**src/rtl/pll_phase_sequencer.sv**
```systemverilog
// PLL dynamic phase sequencer: optional reference switch, lock qualification, then
// single-step phase moves on C0..C4/M until every counter reaches its target.
module pll_phase_sequencer #(
  parameter int LOCK_CYCLES = 8,
  parameter int TIMEOUT     = 65535
) (
  input  logic        clk,
  input  logic        rst_n,
  input  logic        updatepll,
  input  logic [47:0] pll_shifts,
  input  logic        pll_clk_src,
  input  logic        pll_locked,
  input  logic        phasedone,
  output logic [2:0]  phasecounterselect,
  output logic        phaseupdown,
  output logic        phasestep,
  output logic        clkswitch,
  output logic        busy,
  output logic        error
);

  typedef enum logic [2:0] {
    S_IDLE, S_SWITCH, S_LOCKWAIT, S_SCAN, S_STEP, S_WAITLOW, S_WAITHIGH
  } state_t;

  localparam logic [15:0] LOCK_LAST = 16'(LOCK_CYCLES - 1);
  localparam logic [15:0] TMO_LAST  = 16'(TIMEOUT - 1);

  state_t      state_r;
  logic [7:0]  tgt_r [6];
  logic [7:0]  cur_r [6];
  logic        active_src_r;
  logic [2:0]  idx_r;
  logic [15:0] lockcnt_r;
  logic [15:0] tcnt_r;
  logic [1:0]  seq_cnt_r;

  // Entries 0..4 address C0..C4, entry 5 addresses the M counter.
  function automatic logic [2:0] counter_sel(input logic [2:0] entry);
    if (entry == 3'd5) begin
      return 3'b001;
    end else begin
      return entry + 3'd2;
    end
  endfunction

  // Sequencer state machine with all PLL-facing outputs registered.
  always_ff @(posedge clk or negedge rst_n) begin
    if (!rst_n) begin
      state_r            <= S_IDLE;
      for (int i = 0; i < 6; i++) begin
        tgt_r[i] <= 8'd0;
        cur_r[i] <= 8'd0;
      end
      active_src_r       <= 1'b0;
      idx_r              <= 3'd0;
      lockcnt_r          <= 16'd0;
      tcnt_r             <= 16'd0;
      seq_cnt_r          <= 2'd0;
      phasecounterselect <= 3'b000;
      phaseupdown        <= 1'b0;
      phasestep          <= 1'b0;
      clkswitch          <= 1'b0;
      busy               <= 1'b0;
      error              <= 1'b0;
    end else begin
      // New targets are accepted in every state; a running sequence just steers toward them.
      if (updatepll) begin
        for (int i = 0; i < 6; i++) begin
          tgt_r[i] <= pll_shifts[8*i +: 8];
        end
      end

      case (state_r)
        S_IDLE: begin
          if (updatepll) begin
            error     <= 1'b0;
            idx_r     <= 3'd0;
            busy      <= 1'b1;
            lockcnt_r <= 16'd0;
            tcnt_r    <= 16'd0;
            seq_cnt_r <= 2'd0;
            if (pll_clk_src != active_src_r) begin
              clkswitch <= 1'b1;
              state_r   <= S_SWITCH;
            end else begin
              state_r   <= S_LOCKWAIT;
            end
          end
        end

        S_SWITCH: begin
          if (seq_cnt_r == 2'd3) begin
            clkswitch    <= 1'b0;
            active_src_r <= pll_clk_src;
            state_r      <= S_LOCKWAIT;
          end else begin
            seq_cnt_r <= seq_cnt_r + 2'd1;
          end
        end

        S_LOCKWAIT: begin
          if (pll_locked && (lockcnt_r == LOCK_LAST)) begin
            lockcnt_r <= 16'd0;
            state_r   <= S_SCAN;
          end else if (tcnt_r == TMO_LAST) begin
            error   <= 1'b1;
            busy    <= 1'b0;
            state_r <= S_IDLE;
          end else begin
            lockcnt_r <= pll_locked ? lockcnt_r + 16'd1 : 16'd0;
            tcnt_r    <= tcnt_r + 16'd1;
          end
        end

        S_SCAN: begin
          if (idx_r == 3'd6) begin
            busy    <= 1'b0;
            state_r <= S_IDLE;
          end else if (cur_r[idx_r] == tgt_r[idx_r]) begin
            idx_r <= idx_r + 3'd1;
          end else begin
            // Select/direction land one cycle ahead of the strobe to give the PLL setup time.
            phasecounterselect <= counter_sel(idx_r);
            phaseupdown        <= (tgt_r[idx_r] > cur_r[idx_r]);
            seq_cnt_r          <= 2'd0;
            state_r            <= S_STEP;
          end
        end

        S_STEP: begin
          if (seq_cnt_r == 2'd0) begin
            phasestep <= 1'b1;
            seq_cnt_r <= 2'd1;
          end else if (seq_cnt_r == 2'd1) begin
            seq_cnt_r <= 2'd2;
          end else begin
            phasestep <= 1'b0;
            tcnt_r    <= 16'd0;
            state_r   <= S_WAITLOW;
          end
        end

        S_WAITLOW: begin
          if (!phasedone) begin
            tcnt_r  <= tcnt_r + 16'd1;
            state_r <= S_WAITHIGH;
          end else if (tcnt_r == TMO_LAST) begin
            error   <= 1'b1;
            busy    <= 1'b0;
            state_r <= S_IDLE;
          end else begin
            tcnt_r <= tcnt_r + 16'd1;
          end
        end

        S_WAITHIGH: begin
          if (phasedone) begin
            cur_r[idx_r] <= phaseupdown ? cur_r[idx_r] + 8'd1 : cur_r[idx_r] - 8'd1;
            state_r      <= S_SCAN;
          end else if (tcnt_r == TMO_LAST) begin
            error   <= 1'b1;
            busy    <= 1'b0;
            state_r <= S_IDLE;
          end else begin
            tcnt_r <= tcnt_r + 16'd1;
          end
        end

        default: begin
          phasestep <= 1'b0;
          clkswitch <= 1'b0;
          busy      <= 1'b0;
          state_r   <= S_IDLE;
        end
      endcase
    end
  end

endmodule

```
**config.mk**
```make
export PLATFORM = sky130hd
export DESIGN_NAME = pll_phase_sequencer
export DESIGN_NICKNAME = d
export VERILOG_FILES = /design/src/rtl/pll_phase_sequencer.sv
export SDC_FILE = /design/constraint.sdc
export NUM_CORES = 1
export LEC_CHECK = 0
export ABC_CLOCK_PERIOD_IN_PS = 5300
export CAP_MARGIN = 20
export CELL_PAD_IN_SITES_DETAIL_PLACEMENT = 0
export CELL_PAD_IN_SITES_GLOBAL_PLACEMENT = 2
export CORE_MARGIN = 3
export CORE_UTILIZATION = 30
export DETAILED_ROUTE_END_ITERATION = 8
export GPL_TIMING_DRIVEN = 1
export PLACE_DENSITY = 0.67
export SYNTH_ARGS = -nofsm -noshare
export SYNTH_HDL_FRONTEND = slang
export SYNTH_SLANG_ARGS = --single-unit
```
**constraint.sdc**
```tcl
create_clock -name clk -period 5.3 [get_ports clk]
set_clock_uncertainty 0.15 [all_clocks]
set_input_delay 0.795 -clock clk [delete_from_list [all_inputs] [get_ports clk]]
set_output_delay 0.795 -clock clk [all_outputs]
set_load 0.005 [all_outputs]
```
* Word-level counts from Yosys, hierarchy flattened
Cells that the tools add are included.
** Word-level totals
- Word-level logic and storage cells :: 161
- Output and inout bits :: 8
- Register bits after elaboration :: 145
- Input port bits :: 54
** Operators by class
- Equality and inequality tests :: 31
- Mux-type cells :: 66
- Bitwise operators :: 6
- Order comparisons :: 3
- Reduce and logical (&&, ||, !) cells :: 24
- Add/sub/neg operators :: 7
** Operators by type and width (number)
- 16-bit two-way mux :: 10
- 16-bit case mux with 5 select lines :: 1
- 8-bit binary-select mux with 3-bit select :: 2
- 48-bit bitwise mux :: 1
- 8-bit two-way mux :: 6
- 3-bit two-way mux :: 14
- 16-bit by 1-bit adder with 16-bit output (second input constant) :: 2
- 16-bit case mux with 2 select lines :: 1
- 2-bit inequality test (second input constant) :: 13
- 8-bit demux with 3-bit select :: 1
- 3-bit case mux with 7 select lines :: 1
- 6-bit AND reduction :: 3
- 16-bit == test (second input constant) :: 1
- 16-bit by 3-bit == test with 1-bit output (second input constant) :: 1
- 1-bit two-way mux :: 16
- 3-bit == test (second input constant) :: 5
- 2-bit two-way mux :: 7
- 3-bit inequality test (second input constant) :: 4
- 5-bit AND reduction :: 2
- 8-bit by 1-bit adder with 8-bit output (second input constant) :: 1
- 8-bit == test :: 1
- 8-bit > comparator :: 1
- 2-bit case mux with 4 select lines :: 1
- 4-bit AND reduction :: 2
- other kinds (29) :: 40

* Longest topological paths before layout
Gate-level depths: netlist of run 1.
- Depth after elaboration :: 8
- Mapped depth :: 14
- Gate-level depth less buffers :: 12

* Worst setup path after synthesis of run 1
Ideal clock, no wire load.
- Path kind :: register to register
- Start :: reg idx_r[1]
- End :: reg cur_r[13] in the netlist's numbering
- Buffers on the path :: 2
- Cell stages (with the launch flop) :: 15
- Period minus slack after synthesis :: 3.481 ns
- Setup time :: 0.125 ns
- Arrival :: 3.206 ns
- Setup slack :: 1.819 ns
- Required time :: 5.025 ns
- Cells stage by stage :: dfrtp_1 > clkbuf_1 > inv_1 > nand2_1 > clkbuf_1 > nor2_1 > a21oi_1 > inv_1 > ha_1 > nand2_1 > nor4_1 > or4_1 > a31oi_1 > xnor2_1 > mux2_2
** Between the ends
- Cells in the longest elaborated chain, start to end :: 7
- Elaborated cells between the ends (all ways) :: 13
- Classes of those cells :: add/sub (2); order compare (2); mux (7); bitwise (1); reduce/logical (1)
** RTL lines
- from (decl) :: RTL line 33 : logic [2:0] idx_r;
- from (signal assigned) :: RTL line 121 : idx_r <= idx_r + 3'd1;
- 3-bit NOT with 4-bit output (*) :: RTL line 159 : cur_r[idx_r] <= phaseupdown ? cur_r[idx_r] + 8'd1 : cur_r[idx_r] - 8'd1;
- 8-bit binary-select mux with 3-bit select :: RTL line 159
- 8-bit two-way mux (not written as such) (2 in a row) :: RTL line 159
- 8-bit by 1-bit subtractor with 8-bit output or 8-bit by 1-bit adder with 8-bit output (tied branches) :: RTL line 159
- 8-bit two-way mux :: RTL line 159
- 48-bit bitwise mux (*) :: RTL line 159
- to (signal, indexed assignment) :: RTL line 159
- to (decl) :: RTL line 31 : logic [7:0] cur_r [6];
Mark *: on every way between the ends. The rest lies on a longest branch, timed or not. The select of a mux whose other input is x is not followed.
A chain may end at the register's enable or synchronous reset.

* Final worst setup path of run 1
- Start :: reg idx_r[1]
- End :: reg cur_r[5] in the netlist's numbering
The elaborated chain is that of the path after synthesis.

==> flow_summary.yaml, run 1 <==
outcome:
  status: "finished, final reports clean"
die:
  num_io_pins: 62
  die_y_um: 166.1
  num_rows: 57
  initial_utilization: 0.3106
  core_um2: 24750
  dieWidth_um: 166.1
  dieArea_um2: 27580
logic_synthesis:
  synthesis.area_um2: 7687
  synth-edff-count: 0
  synth.distinct_cells: 63
  synth_warnings: 0
  synth-compound-area-share: 0.1079
  yosysTopAreaCell: "dfrtp_1"
  synth-main-ff-cell: "dfrtp_1"
  syn_area_per_cell_um2: 10.83
  synth_top_family_by_area: "multiplexers"
  synthAdderAreaFrac: 0.04492
  async_flop_share: 1.000
  synth_fp_nets: 791
  ys_ff_latch: 145
  yosys-top-cells-count: "145 x dfrtp_1, 81 x mux2_2, 64 x nand2_1"
  synth_most_common_cell: "dfrtp_1"
  yosys.area_share.simple: 0.1336
  yosysTopAreaCellShare: 0.4720
  synth-xor-area-share: 0.02507
  synth_mux_area_frac: 0.1860
  synth_cells: 710
  yosysSeqAreaShare: 0.4720
  synth_area_leaders: "dfrtp_1 47%, mux2_2 12%, mux4_2 4.4%"
global_routing:
  globalRouteOverflowTotal: 0
  grt_pass1_wl_um: 31380
  grt_usage: 0.1386
  grt_max_degree: 101
  first_global_vias: 5947
  antenna_found_initial: 0
cts:
  hold_buffers: 0
  ctsLongestPathBuffers: 2
  htree_num_levels: 4
  insertion_delay_ns: 0.43
  root_buffer: "clkbuf_16"
  postCtsSetupBuffers: 0
  clkTransAtPathRegs_ns: 0.07
  cts_made_buffers: 17
  cts_resized: 0
  cts_tree: "yes"
  cts.sinks: 145
setup_path:
  crit_buf_inv: 2
  r2r_end: "cur_r[5]"
  rr_startpoint: "idx_r[1]"
  critPathKind: "reg2reg"
  crit_family: "simple AND/OR/NAND/NOR gates"
  critPathArrivalTime_ns: 4.20
  worstSetupPathDepth: 12
  start_kind: "flop"
  r2r_setup_slack_ns: 1.25
  setup.worst_path.end_class: "flop"
  reg2regPathDepth: 12
  slowest_delay_ns: 0.84
  crit_slowest_cell: "dfrtp_1"
  cp_max_fo: 14
  crit_chain: "inv_1 > nand2_1 > nor2_1 > a21oi_1 > inv_1 > ha_1 > nand2_1 > nor4_1 > or4_1 > a31oi_1 > xnor2_1 > mux2_2"
  cp.required_ns: 5.45
placement:
  place_congestion: 0.7856
  dpl-instance-area_um2: 8583
  hpwl_um: 12820
  portBuffers: 61
  dp.cells: 1065
final_layout:
  antennaDiodeCount: 0
  nets: 842
  drive_above_1_share: 0.1835
  design_area_um2: 9181
  final_cells: 1098
  area_growth_pct: 19.43
power_and_ir_drop:
  p_switching_uw: 1486
  p_leak_uw: 0.003920
  p_int_uw: 2521
  power-per-cell-area_nw_per_um2: 436.4
  power_frac_clock: 0.303
  p_seq_frac: 0.350
  peakVddDrop_mv: 0.2350
  swShare: 0.3709
  comb_power_share: 0.346
timing:
  clock.fmax_mhz: 247.0
  finalCriticalPeriod_ns: 4.049
  finalCritPeriodShare: 0.7639
  slew_headroom: 0.3522
  worst_hold_slack_ns: 0.2972
  setup_viol: 0
  finalHoldViolCount: 0
  finalSetupTns_ns: 0
  final_max_slew_viol_count: 0
  rsz0062_at_grt: "no"
  worst-slew-pin-transition_ns: 0.9717
drt:
  via_count: 5534
  first_pass_iters: 4
  drt_wl_total_um: 18640
  drt_iter0_drc: 269
  drc: 0
  viasPerCell: 5.040
  wl_per_cell_um: 16.98
  antenna_left: 0
job:
  maxCapViolCount: 0
hold_path:
  hold_path_class: "in2async"
==> through the flow <==
stage	utilization	setup WS [ns]	power, uW
final	0.3710	1.251	4007
after floorplan	-	1.819	2394
after global routing	0.3710	0.9171	4306
after global placement	0.3468	1.326	2789
after detailed placement	0.3468	1.272	2821
after CTS	0.3707	1.243	4067
==> state kept, by name, indices dropped and copies added, names as in the netlist <==
signal,cells
cur_r,48
tgt_r,48
lockcnt_r,16
tcnt_r,16
idx_r,3
phasecounterselect,3
state_r,3
seq_cnt_r,2
active_src_r,1
busy,1
clkswitch,1
error,1
phasestep,1
phaseupdown,1
==> cell families (layout without fill, tap and decap cells) <==
family,count (synthesis),in the layout
AO/OA/AOI/OAI,138,138
buffers and inverters,56,120
adder cells (fa/ha/maj),27,27
flip-flops,145,145
XOR/XNOR,22,22
multiplexers,114,114
AND/OR/NAND/NOR,208,208
==> final cells by class <==
cell class	instances	area [um2]
inverters	21	78.83
repair buffers	67	651.9
well taps	324	405.4
clock buffers	17	425.4
multi-input cells	509	3825
flip-flops and latches	145	3630
clock inverters	15	165.2
fillers	2431	15570
==> per-layer routing <==
metal  global-route usage  part of all wire
met1               0.1904              0.49
met2               0.2252              0.47
met3              0.02928             0.028
met4              0.03400            0.0093
met5                    0                 0
==> how the worst max path moves through the flow <==
stage | start | to | slack [ns]
floorplan | idx_r[1] | cur_r[13] | 1.82
global placement | idx_r[0] | phasecounterselect[1] | 1.33
detailed placement | idx_r[1] | cur_r[37] | 1.27
CTS | idx_r[1] | cur_r[37] | 1.24
global route | idx_r[1] | cur_r[5] | 0.92
finish | idx_r[1] | cur_r[5] | 1.25
==> power groups by stage <==
stage                     Sequential [uW]  Combinational (uW)  Clock (uW)
after detailed placement             1430                1390           0
after global routing                 1430                1570        1300
after CTS                            1410                1400        1250
after floorplan                      1330                1070           0
final                                1400                1390        1220
after global placement               1420                1370           0
==> layout by cell type, fill, tap and decap left out, types with 5 or more instances in the layout <==
cell,count
a21oi_1,28
and2_1,5
and3_1,9
buf_4,6
clkbuf_16,17
clkdlybuf4s50_1,59
dfrtp_1,144
ha_1,26
inv_1,21
inv_8,6
mux2_2,81
mux2i_1,18
mux4_2,15
nand2_1,64
nand2b_1,5
nand3_1,20
nand4_1,10
nor2_1,51
nor2b_1,10
nor3_1,9
nor4_1,8
o21ai_0,61
o31ai_1,9
o41ai_1,5
xnor2_1,7
xor2_1,15
==> worst register-to-register path, delay by kind of cell, from the launching register on <==
kind	cells	cell delay [ns]
AO/OA/AOI/OAI	2	0.39
AND/OR/NAND/NOR	5	1.41
XOR/XNOR	1	0.17
buffers and inverters	2	0.32
adder cells (fa/ha/maj)	1	0.34
flip-flops	1	0.84
multiplexers	1	0.30
Note: power is estimated with default switching activity, not from simulation.
==> run 2: changes to the inputs <==
Settings changed: ABC_CLOCK_PERIOD_IN_PS 5300 to 3500, PLACE_DENSITY 0.67 to 0.7.
Clock period 5.3 ns to 3.5 ns, I/O delays scaled along.
==> run 2 against run 1 <==
Register-to-register slack got worse by 1.0 ns; worst setup slack lost 1.0 ns; power grew 56%; non-clock buffer count rose by 19; sequential power grew 46%; flip-flop and latch count unchanged; die area stayed put; largest cell class unchanged; highest routed layer unchanged.
==> flow_summary.yaml, run 2 (synthesis results as in run 1) <==
global_routing:
  grt_max_degree: 65
  antenna_found_initial: 0
  first_global_vias: 5898
  grt_usage: 0.1365
  grt_pass1_wl_um: 30860
  globalRouteOverflowTotal: 0
setup_path:
  cp_max_fo: 6
  cp.required_ns: 3.64
  start_kind: "flop"
  slowest_delay_ns: 0.54
  critPathArrivalTime_ns: 3.43
  critPathKind: "reg2reg"
  crit_buf_inv: 1
  worstSetupPathDepth: 10
  r2r_setup_slack_ns: 0.21
  setup.worst_path.end_class: "flop"
  rr_startpoint: "idx_r[0]"
  crit_chain: "mux4_2 > a21oi_1 > inv_1 > ha_1 > nand2_1 > nor4_1 > or4_1 > a31oi_1 > xnor2_1 > mux2_2"
  reg2regPathDepth: 10
  r2r_end: "cur_r[37]"
  crit_family: "multiplexers"
  crit_slowest_cell: "or4_1"
placement:
  place_congestion: 0.8553
  portBuffers: 61
  dp.cells: 1084
  hpwl_um: 13310
  post-place-ws_ns: 0.1579
cts:
  clkTransAtPathRegs_ns: 0.06
  cts.sinks: 145
  cts_made_buffers: 17
  postCtsSetupBuffers: 0
  insertion_delay_ns: 0.42
  ctsLongestPathBuffers: 2
  cts_tree: "yes"
  root_buffer: "clkbuf_16"
  htree_num_levels: 4
outcome:
  status: "finished, final reports clean"
drt:
  topRoutingLayerUsed: "met4"
  antenna_left: 0
  drt_iter0_drc: 197
  wl_met3_um: 600
  wl_per_cell_um: 16.65
  first_pass_iters: 4
  dr_wl_met2_um: 8699
  via_count: 5642
  wl_met1_um: 8987
  drc: 0
  drt_wl_total_um: 18590
  viasPerCell: 5.051
final_layout:
  final_cells: 1117
  largestRegisters: "cur_r (48), tgt_r (48)"
  area_growth_pct: 22.20
  layout_commonest_cell: "dfrtp_1"
  fillers: 2374
  nets: 861
  layout_common_cells: "143 x dfrtp_1, 81 x mux2_2, 64 x nand2_1, 61 x o21ai_0, 59 x clkdlybuf4s50_1"
  antennaDiodeCount: 0
  drive_above_1_share: 0.2030
die:
  dieArea_um2: 27580
  dieWidth_um: 166.1
  num_rows: 57
  die_y_um: 166.1
  num_io_pins: 62
  initial_utilization: 0.3106
  core_um2: 24750
power_and_ir_drop:
  p_leak_uw: 0.004043
  power-per-cell-area_nw_per_um2: 664.6
  total_power_uw: 6244
  peakVddDrop_mv: 0.3575
hold_path:
  min_path_cells: 2
  hold_end: "cur_r[31]"
  hold_path_class: "reg2reg"
  hold_start: "cur_r[31]"
job:
  maxCapViolCount: 0
timing:
  clock.fmax_mhz: 304.1
  worst-slew-pin-transition_ns: 0.6538
  setup_viol: 0
  finalHoldViolCount: 0
  finalCriticalPeriod_ns: 3.288
  finalSetupTns_ns: 0
  final_max_slew_viol_count: 0
  slew_headroom: 0.5641
  rsz0062_at_grt: "no"
  finalCritPeriodShare: 0.9395
  worst_hold_slack_ns: 0.3315
  setup_ws_ns: 0.2119
## run 2: cell types whose count changed in the layout (fill, tap and decap cells not counted)
cell and change:
dfrtp_1 -1, clkinvlp_4 -1, dfrtp_2 +1, buf_4 +16
inv_6 +2, inv_8 -1, clkinv_4 -2, bufinv_16 +2
buf_12 +2, dlygate4sd3_1 +1
## run 2: final cells by class
class	instances	area, um2	share of cell area
multi-input combinational	509	3825	0.4072
sequential	145	3631	0.3865
timing repair buffer	86	822.0	0.08751
clock buffer	17	425.4	0.04529
tap	324	405.4	0.04315
clock inverter	15	206.4	0.02198
inverter	21	78.83	0.008391
## run 2: timing repair
action	CTS	global route
endpoints found under the setup margin	0	1
resized for setup	0	1
hold endpoints to repair	27	0
hold buffers	1	0
## run 2: per-layer routing
metal,GRT usage,up-vias
li1,-,2718
met1,0.1831,2801
met2,0.2234,105
met3,0.02928,18
met4,0.04014,0
met5,0,-
## run 2: stage by stage
step	cell area [um2]	util
2_1_floorplan	7687	-
4_1_cts	9393	0.3795
3_5_place_dp	8751	0.3536
3_3_place_gp	8751	0.3536
5_1_grt	9394	0.3796
6_report	9394	0.3796
## run 2: worst max-delay path by stage
stage,from,to,slack (ns)
final,idx_r[0],cur_r[37],0.21
after detailed placement,idx_r[1],cur_r[21],0.16
after global routing,idx_r[0],cur_r[39],0.0007
after floorplan,idx_r[1],cur_r[13],0.02
after global placement,idx_r[0],cur_r[13],0.22
after CTS,idx_r[1],cur_r[21],0.15
## run 2: where the power goes
part | total (uW) | switching (uW) | leakage (uW) | internal, uW
clock | 1960 | 801 | 0.000309 | 1160
sequential | 2040 | 166 | 0.00188 | 1880
combinational | 2240 | 1260 | 0.00185 | 976
## run 2: worst reg2reg max path: cells and delay by family, from the launching register on
family	cells	cell delay, ns
compound gates	2	0.43
xor+xnor	1	0.17
fa+ha+maj	1	0.35
buf+inv	1	0.07
flops	1	0.44
mux	2	0.81
simple gates	3	0.76
